## config.mk

```make
export PLATFORM = sky130hd
export DESIGN_NAME = select_sequencer
export DESIGN_NICKNAME = d
export VERILOG_FILES = /design/src/rtl/select_seq_pkg.sv /design/src/rtl/btn_debounce.sv /design/src/rtl/select_sequencer.sv
export SDC_FILE = /design/constraint.sdc
export NUM_CORES = 1
export LEC_CHECK = 0
export CAP_MARGIN = 40
export CORE_ASPECT_RATIO = 0.8
export CORE_UTILIZATION = 60
export DETAILED_ROUTE_END_ITERATION = 8
export PLACE_DENSITY = 0.78
export SETUP_SLACK_MARGIN = 0.2
export SLEW_MARGIN = 5
export SYNTH_ARGS = -nofsm -noshare
export SYNTH_HDL_FRONTEND = slang
export SYNTH_HIERARCHICAL = 1
export SYNTH_SLANG_ARGS = --single-unit
export TNS_END_PERCENT = 10
```

## constraint.sdc

```tcl
create_clock -name clk -period 4.1 [get_ports clk]
set_clock_uncertainty 0.15 [all_clocks]
set_input_delay 0.41 -clock clk [delete_from_list [all_inputs] [get_ports clk]]
set_output_delay 0.41 -clock clk [all_outputs]
set_load 0.01 [all_outputs]
```

## src/rtl/select_seq_pkg.sv

```systemverilog
// rtl/select_seq_pkg.sv - shared constants for the select sequencer
package select_seq_pkg;

    localparam int               SEL_W       = 2;
    localparam logic [SEL_W-1:0] SEL_MAX     = 2'd3;
    // Board buttons pull the line low when pressed
    localparam logic             BTN_PRESSED = 1'b0;

endpackage

```

## src/rtl/btn_debounce.sv

```systemverilog
// rtl/btn_debounce.sv - 2-FF synchroniser, debouncer and single-cycle press pulse for one button
module btn_debounce
    import select_seq_pkg::*;
#(
    parameter int DEBOUNCE_CYCLES = 250000
) (
    input  logic clk,
    input  logic rst_n,
    input  logic btn_n,
    output logic press
);

    localparam int                CNT_W    = $clog2(DEBOUNCE_CYCLES);
    localparam logic [CNT_W-1:0]  CNT_LAST = CNT_W'(DEBOUNCE_CYCLES - 1);

    logic             sync_1;
    logic             sync_2;
    logic             stable;
    logic [CNT_W-1:0] cnt;

    // Two-stage synchroniser; resets to the released level so a held button looks like a fresh press
    always_ff @(posedge clk or negedge rst_n) begin
        if (!rst_n) begin
            sync_1 <= ~BTN_PRESSED;
            sync_2 <= ~BTN_PRESSED;
        end else begin
            sync_1 <= btn_n;
            sync_2 <= sync_1;
        end
    end

    // Accept a new level only after DEBOUNCE_CYCLES consecutive differing samples; any agreeing sample restarts the count
    always_ff @(posedge clk or negedge rst_n) begin
        if (!rst_n) begin
            stable <= ~BTN_PRESSED;
            cnt    <= '0;
            press  <= 1'b0;
        end else begin
            press <= 1'b0;
            if (sync_2 != stable) begin
                if (cnt == CNT_LAST) begin
                    stable <= sync_2;
                    cnt    <= '0;
                    press  <= (sync_2 == BTN_PRESSED);
                end else begin
                    cnt <= cnt + CNT_W'(1);
                end
            end else begin
                cnt <= '0;
            end
        end
    end

endmodule

```

## src/rtl/select_sequencer.sv

```systemverilog
// rtl/select_sequencer.sv - button-driven en/a1/a0 select generator; SELECT_SEQUENCER_AUTO_STEP_EN adds timed auto-stepping
module select_sequencer
    import select_seq_pkg::*;
#(
    parameter int DEBOUNCE_CYCLES = 250000,
    parameter int AUTO_PERIOD     = 12000000
) (
    input  logic clk,
    input  logic rst_n,
    input  logic btn_step_n,
    input  logic btn_en_n,
    output logic en,
    output logic a1,
    output logic a0,
    output logic sel_changed
);

    if (DEBOUNCE_CYCLES < 2 || AUTO_PERIOD < 2) begin : g_param_check
        $error("select_sequencer: DEBOUNCE_CYCLES and AUTO_PERIOD must both be at least 2");
    end

    logic             step_press;
    logic             en_press;
    logic             do_step;
    logic [SEL_W-1:0] sel;

    btn_debounce #(.DEBOUNCE_CYCLES(DEBOUNCE_CYCLES)) u_step_db (
        .clk   (clk),
        .rst_n (rst_n),
        .btn_n (btn_step_n),
        .press (step_press)
    );

    btn_debounce #(.DEBOUNCE_CYCLES(DEBOUNCE_CYCLES)) u_en_db (
        .clk   (clk),
        .rst_n (rst_n),
        .btn_n (btn_en_n),
        .press (en_press)
    );

`ifdef SELECT_SEQUENCER_AUTO_STEP_EN
    localparam int                AUTO_W    = $clog2(AUTO_PERIOD);
    localparam logic [AUTO_W-1:0] AUTO_LAST = AUTO_W'(AUTO_PERIOD - 1);

    logic [AUTO_W-1:0] auto_cnt;
    logic              auto_tick;

    assign auto_tick = en && (auto_cnt == AUTO_LAST);

    // Free-running period counter while enabled; a manual step restarts the period
    always_ff @(posedge clk or negedge rst_n) begin
        if (!rst_n) begin
            auto_cnt <= '0;
        end else if (!en || step_press || auto_tick) begin
            auto_cnt <= '0;
        end else begin
            auto_cnt <= auto_cnt + AUTO_W'(1);
        end
    end

    // A tick coinciding with a manual press still advances by one
    assign do_step = step_press | auto_tick;
`else
    assign do_step = step_press;
`endif

    // Select, enable and change-flag registers that drive the encoder directly
    always_ff @(posedge clk or negedge rst_n) begin
        if (!rst_n) begin
            en          <= 1'b0;
            sel         <= '0;
            sel_changed <= 1'b0;
        end else begin
            sel_changed <= do_step;
            if (do_step) begin
                sel <= (sel == SEL_MAX) ? '0 : sel + SEL_W'(1);
            end
            if (en_press) begin
                en <= ~en;
            end
        end
    end

    assign a1 = sel[1];
    assign a0 = sel[0];

endmodule
```

**Word level (Yosys, flattened, before mapping)**

Index checks and enable logic that the tools add are counted.

- $add $sub $neg: 3
- Mux-type cells: 9
- Reductions and logical operators: 2
- Eq/ne operators: 5
- Bitwise logic cells: 3

Operator list:

| operator | number |
|---|---|
| $mux W18 | 4 |
| $add A18 B1 Y18 const B | 2 |
| $eq A18 B18 Y1 const B | 2 |
| $mux W1 | 4 |
| $reduce_and A2 Y1 | 2 |
| $not A1 Y1 | 3 |
| $add A2 B1 Y2 const B | 1 |
| $eq A2 B2 Y1 const B | 1 |
| $mux W2 | 1 |
| $ne A1 B1 Y1 | 2 |

- Logic and storage cells: 35
- Bits in registers: 48

**Longest topological paths before layout**

Gate-level depths: netlist of the first run.

- Depth in word-level cells: 3
- Gate-level depth with buffers: 5
- Depth with buffers taken out: 5

**Cells and area by module**

The synthesis of the first run kept the hierarchy.

By module, submodules not included:

| module | cells each | instances | seq. area each (um^2) | area each (um^2) |
|---|---|---|---|---|
| btn_debounce at u_step_db | 100 | 1 | 554.3 | 1059.8 |
| btn_debounce at u_en_db | 99 | 1 | 554.3 | 1039.7 |
| select_sequencer | 9 | 1 | 100.1 | 147.6 |

**Least setup slack after synthesis of the first run**

OpenSTA, ideal clock, no wires.

- Kind: flip-flop to flip-flop
- From: reg u_en_db.cnt[11]
- To: reg u_en_db.cnt[10]
- Period minus slack after synthesis: 2.021 ns
- Required time: 3.828 ns
- Data arrival time: 1.750 ns
- Stages on the path, launching flop included: 5
- Slack: 2.079 ns
- Cell sequence: dfrtp_1 or4b_1 o41ai_2 buf_2 nor2_1

- Word-level cells in the longest chain between the ends: 3

RTL lines:

| element | RTL line | source |
|---|---|---|
| start, declared | btn_debounce.sv:19 | `logic [CNT_W-1:0] cnt;` |
| start signal, assigned | btn_debounce.sv:46 | `cnt <= cnt + CNT_W'(1);` |
| $eq A18 B18 Y1 | btn_debounce.sv:41 | `if (cnt == CNT_LAST) begin` |
| $mux W18 | btn_debounce.sv:41 |  |
| $mux W18 | btn_debounce.sv:40 | `if (sync_2 != stable) begin` |

Every way passes these cells.
A chain may end at the register's enable or synchronous reset.

**Worst setup path in the final report of the first run**

- From: reg u_step_db.cnt[0]
- To: reg u_step_db.cnt[3]

- Word-level cells in the longest chain between the ends: 3
- Elaborated cells between the ends (all ways): 4
- Those cells by class: add/sub: 1; eq/ne: 1; mux: 2

RTL lines:

| element | RTL line |
|---|---|
| start, declared | btn_debounce.sv:19 |
| start signal, assigned | btn_debounce.sv:46 |
| $add A18 B1 Y18 or $eq A18 B18 Y1 (tied branches) | btn_debounce.sv:46, btn_debounce.sv:41 |
| $mux W18 (*) | btn_debounce.sv:41 |
| $mux W18 (*) | btn_debounce.sv:40 |

Every way passes the cells marked *; elsewhere a longest branch is shown, timed or not.

==> results.cfg, run 1 <==
[run_status]
status = complete, no violations

[drt]
drt_iter0_markers = 169
ant_nets = 0
via_per_inst = 6.14
dr_total_vias = 1621
wirelength_um = 4360
drc_errors = 0
wire_per_inst_um = 16.5
firstDrtPassIters = 4

[power_and_ir_drop]
powerDensity_nw_per_um2 = 346
peakVddDrop_v = 0.000303
power.leakage_uw = 0.00101
p_total_uw = 867

[timing]
tightest_slew_ns = 0.880
hold_viol_final = 0
slew_violations = 0
clock.fmax_mhz = 424
rsz0062_at_grt = false
fin_crit_ns = 2.36
slew_headroom_pct = 41.1
fin_crit_sh_pct = 57.5
fin_setup_tns_ns = 0
setup_viol = 0
whs_ns = 0.211

[floorplan]
die-area_um2 = 4000
core_um2 = 3490
start_util_pct = 64.3
io_pins = 8
die_w_um = 70.4
die_h_um = 56.7
core.rowCount = 19

[yosys]
synthDistinctLibCells = 35
synth_nets = 215
avgSynthCellArea_um2 = 10.8
yosys_warnings = 6
ys.flop_type = dfrtp_1
synth_common_cells = 42 x dfrtp_1, 32 x nor2_1, 16 x xnor2_1
yosysTopAreaCellShare_pct = 46.8
ys_seq_area_share_pct = 53.8
synth_area_leaders = dfrtp_1 47%, dfstp_2 7.0%, xnor2_1 6.2%
yosysTopAreaCell = dfrtp_1
synth_area_um2 = 2250
synthCells = 208
async_flop_share_pct = 100
synth-seq-cells = 48
synth_most_common_cell = dfrtp_1
synth-edff-count = 0

[place]
io_buffers = 7
gp_congestion = 0.933
hpwl_um = 3140

[clock_network]
insertion_delay_ns = 0.30
cts-resized-gates = 0
cts_sinks = 48
cts-root-buf = clkbuf_8
cts_tree = yes
clk_path_buf_depth = 2
htreeDepth = 2
cts_made_buffers = 5
clkSlewWorstSetupHoldPaths_ns = 0.09

[setup_path]
end_kind = register
cp.required_ns = 4.10
crit_type = reg -> reg
start_kind = register
crit_fanout = 17
arrival_ns = 2.36
worstRegToRegCells = 4

[grt]
grt_pass1_wl_um = 7580
grt_overflow = 0
antenna_found_initial = 0
grt_use_total_pct = 24.8
grt_pass1_vias = 1575
grt_max_degree = 26

[final_layout]
ff_latch_area_um2 = 1210
fill_cells = 267
fin_util_pct = 71.6
reg_top3 = u_en_db/cnt (18), u_step_db/cnt (18), sel (2)
multi_input_area_um2 = 1010
drive_gt1_share_pct = 13.1
finalNetCount = 228
antenna_cells = 0
area_growth_pct = 11.4

[worst_hold_path]
min_path_type = reg -> reg
min_path_cells = 0

[flow_run]
cap_viol_max_count = 0
## power breakdown
| part | leakage, uW | switching [uW] | internal, uW |
|---|---|---|---|
| clock network | 0.0000548 | 162 | 184 |
| registers | 0.000645 | 7.59 | 482 |
| logic | 0.000312 | 19.9 | 12.6 |
## per-stage QoR
step,setup slack [ns],area (um^2),std cells
5_1_grt,1.56,2500,264
4_1_cts,1.77,2500,264
6_report,1.74,2500,264
3_3_place_gp,1.88,2350,254
2_1_floorplan,2.08,2250,208
3_5_place_dp,1.78,2380,255
## critical path: stages, from the launching register on
cell and delay (ns):
dfrtp_1 0.42, ha_1 0.23, nand4_1 0.33, o41ai_4 0.95, nor2_1 0.13
## path summary, 6_finish.rpt
path                             startpoint           endpoint  slack, ns
setup / recovery           u_step_db/cnt[0]   u_step_db/cnt[3]       1.74
hold / removal               u_en_db/sync_1     u_en_db/sync_2       0.21
setup reg to reg           u_step_db/cnt[0]   u_step_db/cnt[3]       1.74
hold reg to reg              u_en_db/sync_1     u_en_db/sync_2       0.21
max in group asynchronous             rst_n   u_step_db/stable       2.73
min in group asynchronous             rst_n  u_step_db/cnt[16]       0.49
## kinds of logic (layout without fill, tap and decap cells)
logic type / after synthesis / in the layout / synth area share, %
and+or+nand+nor: 104 / 104 / 25.1
DFF: 48 / 48 / 53.8
xor gates and xnor gates: 29 / 29 / 11.3
AOI/OAI and AO/OA: 14 / 14 / 4.73
buffers and inverters: 6 / 20 / 1.28
muxes: 4 / 4 / 2.17
adders and majority gates: 3 / 3 / 1.67
## final cells by class
cell class	count	share of cell area, %
repair buffers	10	4.40
inverters	2	0.300
flip-flops and latches	48	48.3
clock buffers	5	2.75
multi-input cells	154	40.3
well taps	42	2.10
clock inverters	3	1.85
## cells in the final DEF (no fill, tap or decap), drive strengths merged, types with 3 or more instances in the layout
cell            n
or4             8
clkdlybuf4s50   6
or3             4
nor4            9
and3            3
nor3            4
xor2           13
ha              3
nand3          12
o21ai           5
a21oi           6
xnor2          16
nand4          12
buf             3
nor2           32
nand2          13
mux2            4
dfstp           6
dfrtp          42
clkbuf          5
inv             3
## timing repair
| action | 4_1_cts | 5_1_grt |
|---|---|---|
| setup buffers | 0 | 0 |
| hold buffers | 1 | 0 |
| hold endpoints to repair | 19 | 0 |
## per-layer routing
metal	global-route usage (%)	routed length, um	up-vias
met5	0	0	-
met2	38.1	2120	47
met3	4.85	180	2
li1	-	-	770
met4	7.43	16	0
met1	35.7	2050	802
No activity file was read; power rests on OpenSTA's default activity.
==> run 2, diff against run 1 <==
- CORE_UTILIZATION: 60 -> 54
- PLACE_DENSITY: 0.78 -> 0.75
- clock period: 4.1 -> 1.9 ns (I/O delays scaled with it)
==> run 2 against run 1 <==
The run now ends with negative setup slack left. Sequential share of layout area is 6.5 points lower. Power grew 100%. Clock power is 75% higher. Via count is 15% higher. Core utilization rose by 3.0 points. Highest routed layer unchanged. Register-to-register slack got worse by 2.0 ns. Design area rose by 16%. Critical endpoint is now u_en_db/cnt[13]. Flip-flop and latch count unchanged. Sequential power is 120% higher.
==> results.cfg, run 2 (synthesis results as in run 1) <==
[power_and_ir_drop]
powerDensity_nw_per_um2 = 607
switchingPower_uw = 417
clock_power_share_pct = 34.4
p_int_uw = 1340
power.leakage_uw = 0.00122
peakVddDrop_v = 0.000563
comb_power_share_pct = 5.4
p_seq_share_pct = 60.2
switching_share_pct = 23.7

[drt]
wirelength_um = 5240
wire_per_inst_um = 16.4
firstDrtPassIters = 4
via_per_inst = 5.84
dr_total_vias = 1862
drt_iter0_markers = 99
ant_nets = 0
drc_errors = 0

[final_layout]
antenna_cells = 0
finalNetCount = 270
fin_area_um2 = 2900
drive_gt1_share_pct = 33.0
area_growth_pct = 28.9
reg_top3 = u_en_db/cnt (18), u_step_db/cnt (18), sel (2)
layout_commonest_cell = dfrtp_1
layout.cells.non_filler = 319
final_cell_mix = 42 x dfrtp_1, 39 x buf_4, 25 x nor2_1
fill_cells = 257

[timing]
fin_crit_sh_pct = 113
slew_headroom_pct = 68.1
tightest_slew_ns = 0.479
fin_crit_ns = 2.15
clock.fmax_mhz = 466
rsz0062_at_grt = true
setup_viol = 21
slew_violations = 0
hold_viol_final = 0
final.setup.worst_slack_ns = -0.246

[worst_hold_path]
hold_start = btn_en_n
min_path_cells = 1
min_path_type = in -> reg
min_to = u_en_db/sync_1

[place]
io_buffers = 7
post_dp_cell_area_um2 = 2660
gp_congestion = 0.891
placedCellCount = 303
hpwl_um = 3570
post-place-ws_ns = -0.0859

[setup_path]
arrival_ns = 2.17
crit_slowest_cell = dfrtp_1
worstRegToRegCells = 6
reg2reg_from = u_en_db/cnt[8]
worstPathCellList = nor4_2 -> nand3_1 -> buf_4 -> o41ai_4 -> buf_6 -> a21oi_1
r2r-end = u_en_db/cnt[13]
cp.required_ns = 1.93
crit_fanout = 10
reg2reg_slack_ns = -0.25
start_kind = register
end_kind = register
max_stage_delay_ns = 0.44
path_buf_inv = 2
crit_type = reg -> reg
cp_top_family = simple AND/OR/NAND/NOR gates

[floorplan]
io_pins = 8
die-area_um2 = 4430
die_w_um = 74.1
start_util_pct = 57.9
core.rowCount = 20
core_um2 = 3880
die_h_um = 59.7

[grt]
grt_max_degree = 23
grt_pass1_wl_um = 8340
use_met1_pct = 33.7
antenna_found_initial = 0
grt_pass1_vias = 1831
grt_use_met2_pct = 41.9
grt.busiest_layer = met2
gr-usage-met3_pct = 7.76
grt_use_total_pct = 26.3
grt_overflow = 0

[run_status]
violations = negative setup slack
status = finished with violations

[clock_network]
cts_made_buffers = 5
htreeDepth = 2
cts_tree = yes
cts_sinks = 48
insertion_delay_ns = 0.31
cts-root-buf = clkbuf_8
clk_path_buf_depth = 2
clkSlewWorstSetupHoldPaths_ns = 0.09

[flow_run]
cap_viol_max_count = 0
==> run 2: how the worst max path moves through the flow <==
stage	slack, ns	depth (start not counted)	end	startpoint
2_1_floorplan	-0.07	4	u_step_db/stable	u_step_db/cnt[0]
3_3_place_gp	-0.06	4	u_en_db/stable	u_en_db/cnt[10]
3_5_place_dp	-0.09	5	u_en_db/cnt[16]	u_en_db/cnt[0]
4_1_cts	-0.04	4	u_en_db/stable	u_en_db/cnt[10]
5_1_grt	-0.28	6	u_en_db/cnt[13]	u_en_db/cnt[8]
6_report	-0.25	6	u_en_db/cnt[13]	u_en_db/cnt[8]
==> run 2: routing by layer <==
layer  share of wire, %  vias up
li1                   -      855
met1                 42      913
met2                 48       76
met3                6.3       18
met4                3.3        0
met5                  0        -
==> run 2: timing repair <==
item / CTS / global route
endpoints found under the setup margin: 40 / 40
endpoints found under the hold margin: 17 / 0
hold buffers: 1 / 0
resized for setup: 17 / 5
buffers inserted: 5 / 2
pin swaps: 25 / 6
==> run 2: area by class of cell <==
| class | count | area (um^2) | area share, % |
|---|---|---|---|
| Clock inverter | 3 | 18.8 | 0.648 |
| Tap cell | 55 | 68.8 | 2.38 |
| Clock buffer | 5 | 68.8 | 2.38 |
| Multi-Input combinational cell | 154 | 1100 | 38.0 |
| Sequential cell | 48 | 1210 | 41.7 |
| Inverter | 2 | 7.51 | 0.259 |
| Timing Repair Buffer | 52 | 424 | 14.6 |
==> run 2: stage by stage <==
stage               hold slack (ns)  util [%]  setup TNS [ns]  power, uW
floorplan                    -0.256         -          -0.382       1100
global placement             0.0175      68.5          -0.101       1140
detailed placement           0.0303      68.5           -1.17       1150
CTS                           0.123      73.4          -0.116       1760
global route                  0.119      74.7           -5.38       1830
finish                        0.134      74.7           -4.16       1760
==> run 2: power by group through the flow <==
stage	Combinational, uW	Sequential [uW]	Clock (uW)
after detailed placement	73.6	1070	0
after global placement	69.0	1070	0
final	95.6	1060	604
after global routing	107	1060	665
after floorplan	31.2	1070	0
after CTS	90.2	1050	618
==> run 2: worst reg2reg max path: cells and delay by family (launching register included) <==
family	cells	cell delay (ns)
compound gates	2	0.47
simple gates	2	0.58
flops	1	0.44
buf+inv	2	0.38
==> run 3, diff against run 2 <==
- CTS_CLUSTER_SIZE: not set -> 20
- HOLD_SLACK_MARGIN: not set -> 0.12
- REMOVE_ABC_BUFFERS: not set -> 1
==> run 3 against run 2 <==
The run still ends with negative setup slack left. First-iteration DRC count is 99% higher. Core utilization is 1.5 points higher. Flip-flop and latch count stayed put. Register-to-register slack better by 0.15 ns. Via count is 3.6% higher. Largest power group unchanged.
==> results.cfg, run 3 (synthesis results as in run 1) <==
[floorplan]
core_um2 = 3880
io_pins = 8
die_h_um = 59.7
core.rowCount = 20
die_w_um = 74.1
start_util_pct = 57.9
die-area_um2 = 4430

[drt]
route.met3.wl_um = 305
drc_errors = 0
via_per_inst = 6.05
wire_per_inst_um = 17.4
firstDrtPassIters = 5
ant_nets = 0
met1_length_um = 2370
highest_layer = met4
dr_total_vias = 1929
wirelength_um = 5540
route.met2.wl_um = 2710
drt_iter0_markers = 197

[setup_path]
max_stage_delay_ns = 0.53
worstPathCellList = nor4_2 -> nand3_1 -> o41ai_4 -> buf_4 -> nor2_2
cp.required_ns = 1.94
arrival_ns = 2.03
end_kind = register
start_kind = register
cp_top_family = compound AO/OA/AOI/OAI gates
crit_fanout = 4
crit_type = reg -> reg
path_buf_inv = 1
crit_slowest_cell = o41ai_4

[timing]
slew_violations = 0
setup_viol = 20
tightest_slew_ns = 0.588
fin_crit_sh_pct = 105
rsz0062_at_grt = true
whs_ns = 0.140
fin_crit_ns = 1.99
slew_headroom_pct = 60.8
clock.fmax_mhz = 502
fin_setup_tns_ns = -1.29
final.setup.worst_slack_ns = -0.0929
hold_viol_final = 0

[final_layout]
antenna_cells = 0
area_growth_pct = 31.5
final_cell_mix = 40 x dfrtp_1, 40 x buf_4, 25 x nor2_1
finalNetCount = 270
fill_cells = 238
drive_gt1_share_pct = 35.2
layout.cells.non_filler = 319
reg_top3 = u_en_db/cnt (18), u_step_db/cnt (18), sel (2)

[clock_network]
cts_made_buffers = 5
cts_sinks = 48
cts_tree = yes
clkSlewWorstSetupHoldPaths_ns = 0.09
insertion_delay_ns = 0.30
htreeDepth = 2
clk_path_buf_depth = 2
cts-root-buf = clkbuf_8

[place]
post-place-ws_ns = -0.0752
placedCellCount = 303
io_buffers = 7
hpwl_um = 3630
gp_congestion = 0.867

[flow_run]
cap_viol_max_count = 0

[grt]
antenna_found_initial = 0
grt_use_total_pct = 26.6
grt_pass1_wl_um = 8590
grt_overflow = 0
grt_pass1_vias = 1872
grt_max_degree = 49

[power_and_ir_drop]
p_total_uw = 1950
power.leakage_uw = 0.00126
peakVddDrop_v = 0.000469
powerDensity_nw_per_um2 = 659

[run_status]
status = finished with violations
violations = negative setup slack

[worst_hold_path]
min_path_type = in -> reg
[run 3: cell count changes in the layout (fill, tap and decap cells not counted), moves of 2 or more]
cell and change:
a21oi_1 -2, a21oi_2 +2, clkbuf_8 +2, clkinv_2 -2
dfrtp_1 -2, dfrtp_2 +2
[run 3: power breakdown]
part | internal, uW | switching [uW]
registers | 1040 | 16.9
logic | 45.4 | 55.6
clock network | 464 | 325
[run 3: layer usage]
metal / GRT usage (%) / vias up
met3: 5.56 / 23
li1: - / 856
met1: 33.6 / 948
met4: 11.0 / 0
met5: 0 / -
met2: 44.8 / 102
[run 3: worst paths after layout]
| check | from | endpoint | slack, ns | cells past startpoint |
|---|---|---|---|---|
| max reg2reg | u_en_db/cnt[8] | u_en_db/cnt[6] | -0.09 | 5 |
| min reg2reg | u_en_db/sync_1 | u_en_db/sync_2 | 0.21 | 0 |
| min in group asynchronous | rst_n | u_en_db/cnt[2] | 0.37 | 3 |
| max in group asynchronous | rst_n | u_step_db/cnt[8] | 0.81 | 3 |
| max | u_en_db/cnt[8] | u_en_db/cnt[6] | -0.09 | 5 |
| min | btn_en_n | u_en_db/sync_1 | 0.14 | 1 |
[run 3: per-stage QoR]
step,util [%],instance area [um^2]
3_3_place_gp,68.0,2640
4_1_cts,73.8,2860
3_5_place_dp,68.0,2640
6_report,76.2,2950
5_1_grt,76.2,2950
2_1_floorplan,-,2230
[run 3: layout make-up]
class                   count  area [um^2]  area share, %
clock buffers               7         96.3           3.26
clock inverters             1         30.0           1.02
inverters                   2         7.51          0.254
multi-input cells         154         1120           37.9
flip-flops and latches     48         1210           41.0
well taps                  55         68.8           2.33
repair buffers             52          420           14.2
[run 3: what timing repair did]
item / CTS / global route
setup buffers: 6 / 0
cloned: 0 / 1
endpoints found under the setup margin: 40 / 40
hold buffers: 1 / 0
pin swaps: 13 / 4
endpoints found under the hold margin: 42 / 0
resized for setup: 13 / 23
